<file path="src/rtl/seg7_byte_rx.sv">
// Receive side of the 7-segment loopback: decodes active-low segment patterns
// back to hex nibbles and pairs them (low digit first) into bytes on a valid/ready port.
module seg7_byte_rx #(
    parameter int ERR_W = 8
) (
    input  logic             CLOCK_50,
    input  logic             reset,
    input  logic [6:0]       seg_in,
    input  logic             seg_valid,
    output logic             seg_ready,
    output logic [7:0]       byte_out,
    output logic             byte_valid,
    input  logic             byte_ready,
    output logic             lo_pending,
    output logic             err_pulse,
    output logic [ERR_W-1:0] err_cnt
);

    typedef enum logic [1:0] {EXP_LO, EXP_HI, HOLD} state_e;

    state_e           state_q, state_d;
    logic [3:0]       lo_q, lo_d;
    logic [7:0]       byte_q, byte_d;
    logic             err_pulse_q, err_pulse_d;
    logic [ERR_W-1:0] err_cnt_q, err_cnt_d;

    logic       legal;
    logic [3:0] nibble;
    logic       accept;

    // NOTE: every always_comb output gets a default first so no path leaves it unassigned (no latch).
    always_comb begin
        legal  = 1'b1;
        nibble = 4'h0;
        unique case (seg_in)
            7'b1000000: nibble = 4'h0;
            7'b1111001: nibble = 4'h1;
            7'b0100100: nibble = 4'h2;
            7'b0110000: nibble = 4'h3;
            7'b0011001: nibble = 4'h4;
            7'b0010010: nibble = 4'h5;
            7'b0000010: nibble = 4'h6;
            7'b1111000: nibble = 4'h7;
            7'b0000000: nibble = 4'h8;
            7'b0010000: nibble = 4'h9;
            7'b0001000: nibble = 4'hA;
            7'b0000011: nibble = 4'hB;
            7'b1000110: nibble = 4'hC;
            7'b0100001: nibble = 4'hD;
            7'b0000110: nibble = 4'hE;
            7'b0001110: nibble = 4'hF;
            default:    legal  = 1'b0;
        endcase
    end

    assign accept = seg_valid && seg_ready;

    always_comb begin
        state_d     = state_q;
        lo_d        = lo_q;
        byte_d      = byte_q;
        err_pulse_d = 1'b0;
        err_cnt_d   = err_cnt_q;
        seg_ready   = 1'b0;
        byte_valid  = 1'b0;
        lo_pending  = 1'b0;

        unique case (state_q)
            EXP_LO: begin
                seg_ready = 1'b1;
                if (accept && legal) begin
                    lo_d    = nibble;
                    state_d = EXP_HI;
                end
            end
            EXP_HI: begin
                seg_ready  = 1'b1;
                lo_pending = 1'b1;
                if (accept) begin
                    if (legal) begin
                        byte_d  = {nibble, lo_q};
                        state_d = HOLD;
                    end else begin
                        state_d = EXP_LO;
                    end
                end
            end
            HOLD: begin
                byte_valid = 1'b1;
                if (byte_ready) state_d = EXP_LO;
            end
            default: state_d = EXP_LO;
        endcase

        // Error path is independent of state; accept already implies seg_ready.
        if (accept && !legal) begin
            err_pulse_d = 1'b1;
            if (err_cnt_q != {ERR_W{1'b1}}) err_cnt_d = err_cnt_q + ERR_W'(1);
        end
    end

    // NOTE: sequential state uses non-blocking assignments so all registers update together.
    always_ff @(posedge CLOCK_50) begin
        if (reset) begin
            state_q     <= EXP_LO;
            lo_q        <= 4'h0;
            byte_q      <= 8'h00;
            err_pulse_q <= 1'b0;
            err_cnt_q   <= '0;
        end else begin
            state_q     <= state_d;
            lo_q        <= lo_d;
            byte_q      <= byte_d;
            err_pulse_q <= err_pulse_d;
            err_cnt_q   <= err_cnt_d;
        end
    end

    assign byte_out  = byte_q;
    assign err_pulse = err_pulse_q;
    assign err_cnt   = err_cnt_q;

endmodule

</file>
<file path="config.mk">
export PLATFORM = sky130hd
export DESIGN_NAME = seg7_byte_rx
export DESIGN_NICKNAME = d
export VERILOG_FILES = /design/src/rtl/seg7_byte_rx.sv
export SDC_FILE = /design/constraint.sdc
export NUM_CORES = 1
export LEC_CHECK = 0
export ABC_AREA = 1
export CORE_MARGIN = 5
export CORE_UTILIZATION = 46
export DETAILED_ROUTE_END_ITERATION = 6
export PLACE_DENSITY = 0.81
export SKIP_CTS_REPAIR_TIMING = 1
export SLEW_MARGIN = 15
export SYNTH_ARGS = -nofsm -noshare
export SYNTH_HDL_FRONTEND = slang
export SYNTH_SLANG_ARGS = --single-unit
</file>
<file path="constraint.sdc">
create_clock -name CLOCK_50 -period 1.3 [get_ports CLOCK_50]
set_input_delay 0.195 -clock CLOCK_50 [delete_from_list [all_inputs] [get_ports CLOCK_50]]
set_output_delay 0.195 -clock CLOCK_50 [all_outputs]
set_load 0.005 [all_outputs]
</file>
=== After elaboration in Yosys (flattened, before gate mapping) ===
Index checks and enable logic that the tools add are counted.

* Input bits: 11
* Register bits after elaboration: 23
* Output and inout port bits: 20
* Word-level logic and storage cells: 50

* Eq/ne operators: 21
* Reductions and logical operators: 12
* Add/subtract/negate cells: 1
* Multiplexer cells: 11

{| class="wikitable"
|+ Operators by type and width
! cell !! number
|-
| one-hot mux 4 bit (15 select lines) || 1
|-
| == test 7 bit, second input constant || 4
|-
| == test 7 x 5 -> 1 bit, second input constant || 3
|-
| == test 7 x 6 -> 1 bit, second input constant || 3
|-
| OR reduction 16 bit || 1
|-
| == test 7 x 2 -> 1 bit, second input constant || 2
|-
| == test 7 x 4 -> 1 bit, second input constant || 2
|-
| adder 8 x 1 -> 8 bit, second input constant || 1
|-
| 2-to-1 mux 2 bit || 4
|-
| inequality test 8 bit, second input constant || 1
|-
| == test 7 x 3 -> 1 bit, second input constant || 1
|-
| zero test 7 bit || 1
|-
| inequality test 2 bit, second input constant || 3
|-
| one-hot mux 2 bit (3 select lines) || 1
|-
| AND reduction 3 bit || 2
|-
| 2-to-1 mux 1 bit || 5
|-
| AND reduction 2 bit || 2
|-
| logical AND 1 bit || 3
|-
| == test 2 x 1 -> 1 bit, second input constant || 1
|-
| == test 2 bit, second input constant || 1
|-
| zero test 2 bit || 1
|-
| OR reduction 2 bit || 1
|-
| zero test 1 bit || 1
|}

=== Depth between registers and ports, before layout ===
Gate-level depths: netlist (run 1).

* Depth after elaboration: 7
* Mapped depth: 13

=== Worst setup path before layout (run 1) ===
OpenSTA, ideal clock, no wires.

* Kind: register -> register
* From: register err_cnt_q[0] (netlist: err_cnt[0])
* To: register err_cnt_q[0] (netlist: err_cnt[0])
* Data arrival time: 1.342 ns
* Cell stages (with the launch flop): 9
* Required time: 1.187 ns
* Setup slack: -0.156 ns
* Path buffers: 0
* Setup time: 0.113 ns
* Cells stage by stage: dfxtp_1 ha_1 nand2_1 nor2_1 nand3_1 nand3_4 nand2_1 nand2_1 nor2_1

* Cells in the longest elaborated chain, start to end: 2
* Elaborated cells on any way between the ends: 3
* Those cells by class: 1 x add/sub; 1 x eq/ne; 1 x reduce/logical

{| class="wikitable"
|+ Ends and longest elaborated chain
! what !! line !! source
|-
| start: declaration || 25 || <nowiki>logic [ERR_W-1:0] err_cnt_q, err_cnt_d;</nowiki>
|-
| start signal: assignment || 115 || <nowiki>err_cnt_q <= err_cnt_d;</nowiki>
|-
| parallel branches: the longest is 2 deep, another holds adder 8 x 1 -> 8 bit || - ||
|}

Parallel ways; which one is timed is not known.
A chain may end at the register's enable or synchronous reset.

=== Final worst setup path (run 1) ===
* From: input seg_in[0]
* To: register err_cnt_q[2] (netlist: err_cnt[2])

* Cells in the longest elaborated chain, start to end: 6
* Elaborated cells on any way between the ends: 21
* Those cells by class: 15 x eq/ne; 1 x mux; 5 x reduce/logical

{| class="wikitable"
|+ Ends and longest elaborated chain
! what !! line !! source
|-
| start: declaration || 8 || <nowiki>input logic [6:0] seg_in,</nowiki>
|-
| == test 7 x 4 -> 1 bit, or another cell as far along || 35 || <nowiki>unique case (seg_in)</nowiki>
|-
| OR reduction 16 bit (no source line) (*) || - ||
|-
| 2-to-1 mux 1 bit (*) || 35 ||
|-
| zero test 1 bit (*) || 96 || <nowiki>if (accept && !legal) begin</nowiki>
|-
| logical AND 1 bit (*) || 96 ||
|-
| AND reduction 2 bit (no source line) (*) || - ||
|}

Every way passes the cells marked *; elsewhere a longest branch is shown, timed or not.

==> results of run 1 <==
## through the flow
stage | hold slack [ns] | instance area, um2 | TNS [ns]
2_1_floorplan | 0.3564 | 1525 | 0
3_3_place_gp | 0.4380 | 2063 | -14.66
3_5_place_dp | 0.4389 | 2063 | -14.87
4_1_cts | 0.4575 | 2091 | -9.640
5_1_grt | 0.4926 | 2559 | -1.120
6_report | 0.4522 | 2559 | -0.4549
## flip-flops by register name (all words and copies together), names as in the netlist
signal	cells
byte_out	8
err_cnt	8
err_pulse	1
lo_q	4
state_q	2
## worst paths after layout
path,start,end,slack (ns)
setup / recovery,seg_in[0],err_cnt[2],-0.17
hold / removal,byte_out[6],byte_out[6],0.45
setup reg to reg,err_cnt[1],err_cnt[2],-0.10
hold reg to reg,byte_out[6],byte_out[6],0.45
## logic make-up (layout without fill, tap and decap cells)
family                   Yosys count  in the layout  synth area share [%]
AND/OR/NAND/NOR                  146            151                 47.71
adder cells (fa/ha/maj)            1              1                0.8311
XOR/XNOR                           6              6                 3.491
flip-flops                        23             23                 30.59
AO/OA/AOI/OAI                     17             17                 5.985
buffers and inverters             43            118                 11.39
## power by group through the flow
stage / logic, mW / registers (mW) / clock network [mW]
6_report: 0.405 / 0.725 / 0.346
5_1_grt: 0.431 / 0.726 / 0.389
4_1_cts: 0.297 / 0.729 / 0.340
3_5_place_dp: 0.296 / 0.744 / 0
3_3_place_gp: 0.292 / 0.744 / 0
2_1_floorplan: 0.159 / 0.747 / 0
## area by class of cell
cell class | instances | area (um2)
clock inverters | 1 | 5.005
flip-flops and latches | 23 | 490.5
well taps | 44 | 55.05
clock buffers | 3 | 22.52
fillers | 177 | 544.3
inverters | 37 | 138.9
repair buffers | 77 | 703.2
multi-input cells | 175 | 1144
## synth_stat cells
cell       n
nand3_4    2
nand3_2    1
nand3_1   10
nand2_1   59
nand2_2    7
nor2_4     2
a31oi_1    1
nor2_1    35
xor2_1     5
nor3_1     2
nor2_2     4
nor4_1     1
clkbuf_1   3
xnor2_1    1
o21ai_1    1
buf_6      1
ha_1       1
inv_2      8
buf_2      2
dfxtp_1   23
a21oi_1   14
nand4_1   21
inv_1     29
nand2_4    1
a21oi_2    1
nor2_8     1
## tightest hold or removal path: cells and delay by family, from the launching register on
family	cells	cell delay, ns
AO/OA/AOI/OAI	1	0.05
buffers and inverters	1	0.04
flip-flops	1	0.34
## per-layer routing
layer | GRT usage, % | part of all wire (%) | routed length, um | vias up
met3 | 3.827 | 7.2 | 406 | 25
met5 | 0 | 0 | 0 | -
met1 | 23.52 | 40 | 2265 | 907
met4 | 3.038 | 2.3 | 131 | 0
met2 | 30.31 | 51 | 2872 | 119
li1 | - | - | - | 924
==> summary.md, run 1 <==
| Metric | Value |
|---|---|
| Max incr delay on CP | 0.21 ns |
| Final Non-Filler Cells | 360 |
| Top cell type's share of synthesized area | 30.59% |
| Area contributors post-synth | dfxtp_1, nand2_1, nand4_1 |
| HP Class | reg -> reg |
| Most frequent cells in the layout | nand2_1, buf_4, inv_1 |
| Synth Instances | 236 |
| Internal | 1.008 mW |
| Pwr/cell area | 576.8 nW/um2 |
| First-pass GRT wire length | 6.396 mm |
| Worst-Skew Late Latency | 0.32 ns |
| Cell family with most CP delay | simple AND/OR/NAND/NOR gates |
| PortBufs | 30 |
| Initial core utilization | 48.51% |
| Syn Nets | 248 |
| Crit path max fanout | 5 |
| CTS sink count | 23 |
| Crit share post-route | 113.3% |
| Critical path launch point type | input port |
| Setup violators final | 9 |
| Count of cell types in the netlist | 26 |
| RSZ-0062 raised after global routing | yes |
| Final Critical Period | 1.472 ns |
| Pre-CTS setup slack | -0.7283 ns |
| Cell Area, Synth | 1505 um2 |
| Logic gate share of total power | 27.4% |
| Outcome | complete, but fails checks |
| Ant diodes | 0 |
| Slew @ Worst Pin | 0.2535 ns |
| Clock Skew | 0.004099 ns |
| Most common cell after layout, fill and taps aside | nand2_1 |
| Worst r2r path cells | 8 |
| Max-capacitance violation count | 0 |
| Final HPWL DP | 2.871 mm |
| CTS root buffer | clkbuf_4 |
| Total CTS buffers | 3 |
| Hold depth | 2 |
| Sw Pwr | 467.7 uW |
| Drt pass-1 iters | 5 |
| Number of top-level pins | 31 |
| Largest net degree at the start of global routing | 15 |
| DR vias | 1975 |
| Vias/cell | 5.486 |
| VDD IR-drop max | 0.6616 mV |
| Crit path kind | in -> reg |
| Initial antenna violation count | 0 |
| Die Ht | 67.20 um |
| Register bit count reported by yosys | 23 |
| Final net count | 329 |
| Clk pwr share | 23.5% |
| Util after Layout | 82.46% |
| Die X | 67.20 um |
| Fmax | 679.1 MHz |
| CTS clock-pin slew for the worst setup and hold paths | 0.13 ns |
| CTS HTree Levels | 1 |
| Post-synth top area cell | dfxtp_1 |
| Ratio of cells with drive above 1 in the final layout | 45.57% |
| Failing checks | setup timing |
| Critical path depth | 12 |
| Leak pwr | 1.478 nW |
| Final Total Pwr | 1.476 mW |
| Core ar. | 3103 um2 |
| Routed len/inst | 15.76 um |
| Most used cell, CP | nand2_1 |
| Post-route setup slack | -0.1725 ns |
| GRT Total Usage | 17.86% |
| Dpl cells | 331 |
| Die ar. | 4516 um2 |
| Crit. End Element | flop |
| DRC Markers | 0 |
| GP Congestion | 0.8726 |
| Syn Area/Cell | 6.378 um2 |
| Worst Path Arrival | 1.73 ns |
| Area grow syn2layout | 69.99% |
| Part of the Yosys area used for sequential elements | 30.59% |
| Slowest CP cell | nor2_4 |
| Slew Limit Fails | 0 |
| Sequential power share | 49.1% |
| Overall routed net length | 5.675 mm |
| Yosys warns | 0 |
| DRT iter0 DRCs | 176 |
| Grt total ovfl | 0 |
| Max clock buf depth | 2 |
| Final Hold Fails | 0 |
| Critical Path RT | 1.56 ns |
| Relative slew slack | 83.01% |
| CTS tree | done |
| FP Rows | 20 |
| Routed Antenna Nets | 0 |
| Ordered cell list for the critical path | clkbuf_4 -> inv_2 -> nand2_1 -> nor2_2 -> nand2_1 -> nand2_2 -> nor2_4 -> nand2_4 -> nor2_8 -> buf_4 -> nand4_1 -> a21oi_2 |
| Switching Fraction | 31.69% |
| Buf+Inv Stages, Crit Path | 3 |
| Number of global-route vias before repair | 1523 |
(Power assumes the default switching activity.)
==> run 2, diff against run 1 <==
--- a/config.mk
+++ b/config.mk
@@ -8,6 +8,7 @@
 export ABC_AREA = 1
 export CORE_MARGIN = 5
 export CORE_UTILIZATION = 46
+export CTS_BUF_LIST = sky130_fd_sc_hd__clkbuf_16
 export DETAILED_ROUTE_END_ITERATION = 6
 export PLACE_DENSITY = 0.81
 export SKIP_CTS_REPAIR_TIMING = 1
==> constraint.sdc (replaced) <==
create_clock -name CLOCK_50 -period 1.3 [get_ports CLOCK_50]
set_input_delay 0.13 -clock CLOCK_50 [delete_from_list [all_inputs] [get_ports CLOCK_50]]
set_output_delay 0.13 -clock CLOCK_50 [all_outputs]
set_load 0.005 [all_outputs]
==> summary.md, run 2 (same netlist as run 1, synthesis figures left out) <==
| Metric | Value |
|---|---|
| Area of the multi-input gates | 1067 um2 |
| Final Critical Period | 1.297 ns |
| Max clock buf depth | 2 |
| Hold depth | 2 |
| CTS HTree Levels | 1 |
| Setup violators final | 0 |
| Largest net degree at the start of global routing | 15 |
| Post-route setup slack | 0.002938 ns |
| Most common cell after layout, fill and taps aside | nand2_1 |
| Fmax | 771.0 MHz |
| Number of global-route vias before repair | 1478 |
| Ant diodes | 0 |
| DRC Markers | 0 |
| CTS sink count | 23 |
| First-pass GRT wire length | 6.168 mm |
| Crit path kind | in -> reg |
| Final instance area | 2345 um2 |
| CTS root buffer | clkbuf_16 |
| Number of top-level pins | 31 |
| Slew Limit Fails | 0 |
| Final HPWL DP | 2.764 mm |
| DR vias | 1746 |
| Total CTS buffers | 3 |
| PortBufs | 30 |
| Crit share post-route | 99.77% |
| CTS clock-pin slew for the worst setup and hold paths | 0.06 ns |
| Drt pass-1 iters | 4 |
| Dpl cells | 329 |
| Routed len/inst | 12.40 um |
| Final net count | 309 |
| Final Hold Fails | 0 |
| Util after Layout | 75.56% |
| Die ar. | 4516 um2 |
| Hold Startpoint | byte_out[6] |
| FP Rows | 20 |
| Worst Hold End | byte_out[6] |
| Filler cells | 240 |
| Area grow syn2layout | 55.78% |
| Outcome | finished clean |
| Ratio of cells with drive above 1 in the final layout | 33.78% |
| R2R Path Start | err_cnt[0] |
| Crit path max fanout | 4 |
| GP Congestion | 0.8359 |
| Reg2reg end | err_cnt[6] |
| Final Non-Filler Cells | 340 |
| Grt total ovfl | 0 |
| Relative slew slack | 74.85% |
| Worst-Skew Late Latency | 0.26 ns |
| Critical Path RT | 1.46 ns |
| HP Class | reg -> reg |
| Die Ht | 67.20 um |
| Clock Skew | 0.002624 ns |
| Register Area | 479.2 um2 |
| Core ar. | 3103 um2 |
| CTS tree | done |
| Critical path launch point type | input port |
| RSZ-0062 raised after global routing | yes |
| VDD IR-drop max | 0.9126 mV |
| DRT iter0 DRCs | 91 |
| Pwr/cell area | 738.7 nW/um2 |
| Most frequent cells in the layout | nand2_1, inv_1, nor2_1, buf_4, nand4_1 |
| Pre-CTS setup slack | -0.6452 ns |
| Leak pwr | 1.208 nW |
| Slew @ Worst Pin | 0.3768 ns |
| Initial core utilization | 48.51% |
| Worst r2r path cells | 6 |
| GRT Total Usage | 17.34% |
| Die X | 67.20 um |
| Setup slack, reg-to-reg | 0.07 ns |
| Final Total Pwr | 1.732 mW |
| Crit. End Element | flop |
| Max-capacitance violation count | 0 |
| Worst Path Arrival | 1.45 ns |
| Vias/cell | 5.135 |
| Overall routed net length | 4.216 mm |
| Initial antenna violation count | 0 |
| Routed Antenna Nets | 0 |
| Dpl cell area | 2036 um2 |
run 2: through the flow:
| step | hold slack, ns | TNS (ns) |
|---|---|---|
| after CTS | 0.4505 | -8.255 |
| after global placement | 0.4381 | -13.14 |
| final | 0.4496 | 0 |
| after detailed placement | 0.4415 | -13.46 |
| after floorplan | 0.2914 | 0 |
| after global routing | 0.4702 | -0.7775 |
run 2: layer usage:
| layer | wire [um] | track usage, % | vias up |
|---|---|---|---|
| met5 | 0 | 0 | - |
| met4 | 123 | 3.544 | 0 |
| met3 | 284 | 3.661 | 20 |
| met2 | 2003 | 28.47 | 70 |
| met1 | 1803 | 23.45 | 772 |
| li1 | - | - | 884 |
run 2: where the power goes:
part / total (mW) / internal (mW) / switching, mW
clock network: 0.667 / 0.414 / 0.253
logic: 0.337 / 0.143 / 0.194
registers: 0.728 / 0.717 / 0.0105
total: 1.73 / 1.27 / 0.458
run 2: worst max-delay path: stages:
cell,delay (ns)
dlymetal6s2s_1,0.14
inv_2,0.11
nand2_4,0.08
nor2_4,0.15
nand2_2,0.11
nand2_4,0.08
nor2_4,0.04
buf_4,0.14
buf_4,0.13
nand3_2,0.10
nand4_1,0.12
nand2_1,0.08
nor2_1,0.04
run 2: layout make-up:
| class | count | share of cell area (%) |
|---|---|---|
| clock buffer | 3 | 3.202 |
| clock inverter | 1 | 0.2134 |
| inverter | 37 | 5.923 |
| multi-input combinational | 173 | 45.52 |
| sequential | 23 | 20.44 |
| tap | 44 | 2.348 |
| timing repair buffer | 59 | 22.36 |
run 2: worst max path at each step:
stage	startpoint	slack (ns)	end	cells past startpoint
2_1_floorplan	err_cnt[0]	0.02	err_cnt[0]	8
6_report	seg_in[6]	0.003	byte_out[2]	13
3_5_place_dp	seg_in[5]	-0.65	lo_q[0]	12
5_1_grt	seg_in[4]	-0.1	err_cnt[0]	13
3_3_place_gp	seg_in[3]	-0.62	lo_q[1]	13
4_1_cts	seg_in[3]	-0.40	lo_q[1]	13
==> run 3, diff against run 2 <==
--- a/config.mk
+++ b/config.mk
@@ -10,6 +10,7 @@
 export CORE_UTILIZATION = 46
 export CTS_BUF_LIST = sky130_fd_sc_hd__clkbuf_16
 export DETAILED_ROUTE_END_ITERATION = 6
+export MAX_ROUTING_LAYER = met4
 export PLACE_DENSITY = 0.81
 export SKIP_CTS_REPAIR_TIMING = 1
 export SLEW_MARGIN = 15
==> summary.md, run 3 (same netlist as run 1, synthesis figures left out) <==
| Metric | Value |
|---|---|
| Slew @ Worst Pin | 0.2750 ns |
| GR Util met1 | 23.94% |
| Crit path kind | in -> reg |
| FP Rows | 20 |
| Slew Limit Fails | 0 |
| CTS root buffer | clkbuf_16 |
| Number of top-level pins | 31 |
| Ant diodes | 0 |
| CTS tree | done |
| Grt met3 use | 3.328% |
| R2R Path Start | err_cnt[0] |
| Filler cells | 225 |
| Drt pass-1 iters | 4 |
| DRT iter0 DRCs | 85 |
| Dpl cell area | 2063 um2 |
| Ratio of cells with drive above 1 in the final layout | 39.87% |
| Worst r2r path cells | 6 |
| Overall routed net length | 4.611 mm |
| Die X | 67.20 um |
| Pwr/cell area | 718.2 nW/um2 |
| Routed Antenna Nets | 0 |
| Crit share post-route | 99.58% |
| Hold Startpoint | state_q[1] |
| Max clock buf depth | 2 |
| CTS sink count | 23 |
| Area of the multi-input gates | 1106 um2 |
| Max incr delay on CP | 0.20 ns |
| Sum Neg Setup Slack | 0 ns |
| Total CTS buffers | 3 |
| CTS clock-pin slew for the worst setup and hold paths | 0.06 ns |
| Area grow syn2layout | 62.18% |
| Max-capacitance violation count | 0 |
| Worst Path Arrival | 1.48 ns |
| Final instance area | 2441 um2 |
| Util after Layout | 78.67% |
| Outcome | finished clean |
| GRT Total Usage | 18.59% |
| DRC Markers | 0 |
| Number of global-route vias before repair | 1508 |
| Met2 Use GR | 30.80% |
| Initial core utilization | 48.51% |
| PortBufs | 30 |
| GR peak layer | met2 |
| Worst Hold End | err_pulse |
| Final Critical Period | 1.294 ns |
| HP Class | reg -> reg |
| Crit. End Element | flop |
| Clock Skew | 0.0009718 ns |
| Crit path max fanout | 8 |
| First-pass GRT wire length | 6.437 mm |
| Vias/cell | 5.081 |
| Ordered cell list for the critical path | buf_4 -> inv_2 -> nand2_2 -> nor2_2 -> nand2_1 -> nand2_2 -> nor2_4 -> nand2_4 -> nor2_8 -> buf_6 -> nand4_1 -> a21oi_1 |
| Initial antenna violation count | 0 |
| Dpl cells | 331 |
| Critical path launch point type | input port |
| Largest net degree at the start of global routing | 15 |
| Final hold slack | 0.4504 ns |
| Setup slack, reg-to-reg | 0.006 ns |
| VDD IR-drop max | 0.9537 mV |
| Final HPWL DP | 2.926 mm |
| Die ar. | 4516 um2 |
| Most frequent cells in the layout | nand2_1, buf_4, inv_1 |
| Buf+Inv Stages, Crit Path | 3 |
| Most common cell after layout, fill and taps aside | nand2_1 |
| Final net count | 314 |
| Relative slew slack | 81.57% |
| Setup violators final | 0 |
| Leak pwr | 1.250 nW |
| Die Ht | 67.20 um |
| Grt total ovfl | 0 |
| DR vias | 1753 |
| Final Total Pwr | 1.753 mW |
| Cell family with most CP delay | simple AND/OR/NAND/NOR gates |
| Final Non-Filler Cells | 345 |
| Most used cell, CP | nand2_2 |
| RSZ-0062 raised after global routing | yes |
| Worst-Skew Late Latency | 0.25 ns |
| Reg2reg end | err_cnt[6] |
| Post-route setup slack | 0.005522 ns |
| Critical Path RT | 1.48 ns |
| Fmax | 772.5 MHz |
| Register Area | 484.2 um2 |
| Routed len/inst | 13.37 um |
| Final Hold Fails | 0 |
| Hold depth | 1 |
| GP Congestion | 0.8779 |
| CTS HTree Levels | 1 |
| Core ar. | 3103 um2 |
| Slowest CP cell | nor2_8 |
| Pre-CTS setup slack | -0.6777 ns |
[run 3: cell type report]
| cell class | instances | share of cell area, % |
|---|---|---|
| timing repair buffer | 63 | 23.63 |
| inverter | 37 | 5.689 |
| clock inverter | 1 | 0.2050 |
| clock buffer | 3 | 3.075 |
| multi-input combinational | 174 | 45.31 |
| tap | 44 | 2.255 |
| sequential | 23 | 19.84 |
[run 3: worst register-to-register path, delay by kind of cell, from the launching register on]
family | cells | cell delay (ns)
AO/OA/AOI/OAI | 1 | 0.17
flip-flops | 1 | 0.35
XOR/XNOR | 1 | 0.18
adder cells (fa/ha/maj) | 1 | 0.16
AND/OR/NAND/NOR | 3 | 0.37
[run 3: power by group]
part	leakage [nW]	switching (mW)	internal, mW
logic	1.02	0.205	0.161
registers	0.192	0.0107	0.713
clock network	0.0409	0.249	0.413
total	1.25	0.465	1.29
[run 3: worst max-delay path by stage]
stage                     from          to  slack [ns]  cells past startpoint
floorplan           err_cnt[0]  err_cnt[0]        0.02                      8
global placement     seg_in[3]     lo_q[1]       -0.62                     13
detailed placement   seg_in[3]     lo_q[0]       -0.68                     13
CTS                  seg_in[3]     lo_q[0]       -0.44                     13
global route         seg_in[0]  err_cnt[7]       -0.07                     12
finish               seg_in[0]  err_cnt[7]       0.006                     12
[run 3: layer usage]
layer  vias up  wire length [um]  share of wire [%]
met5         -                 0                  0
met2        46              2300                 50
met1       808              2069                 45
met4         0                36               0.78
met3         4               205                4.4
li1        895                 -                  -
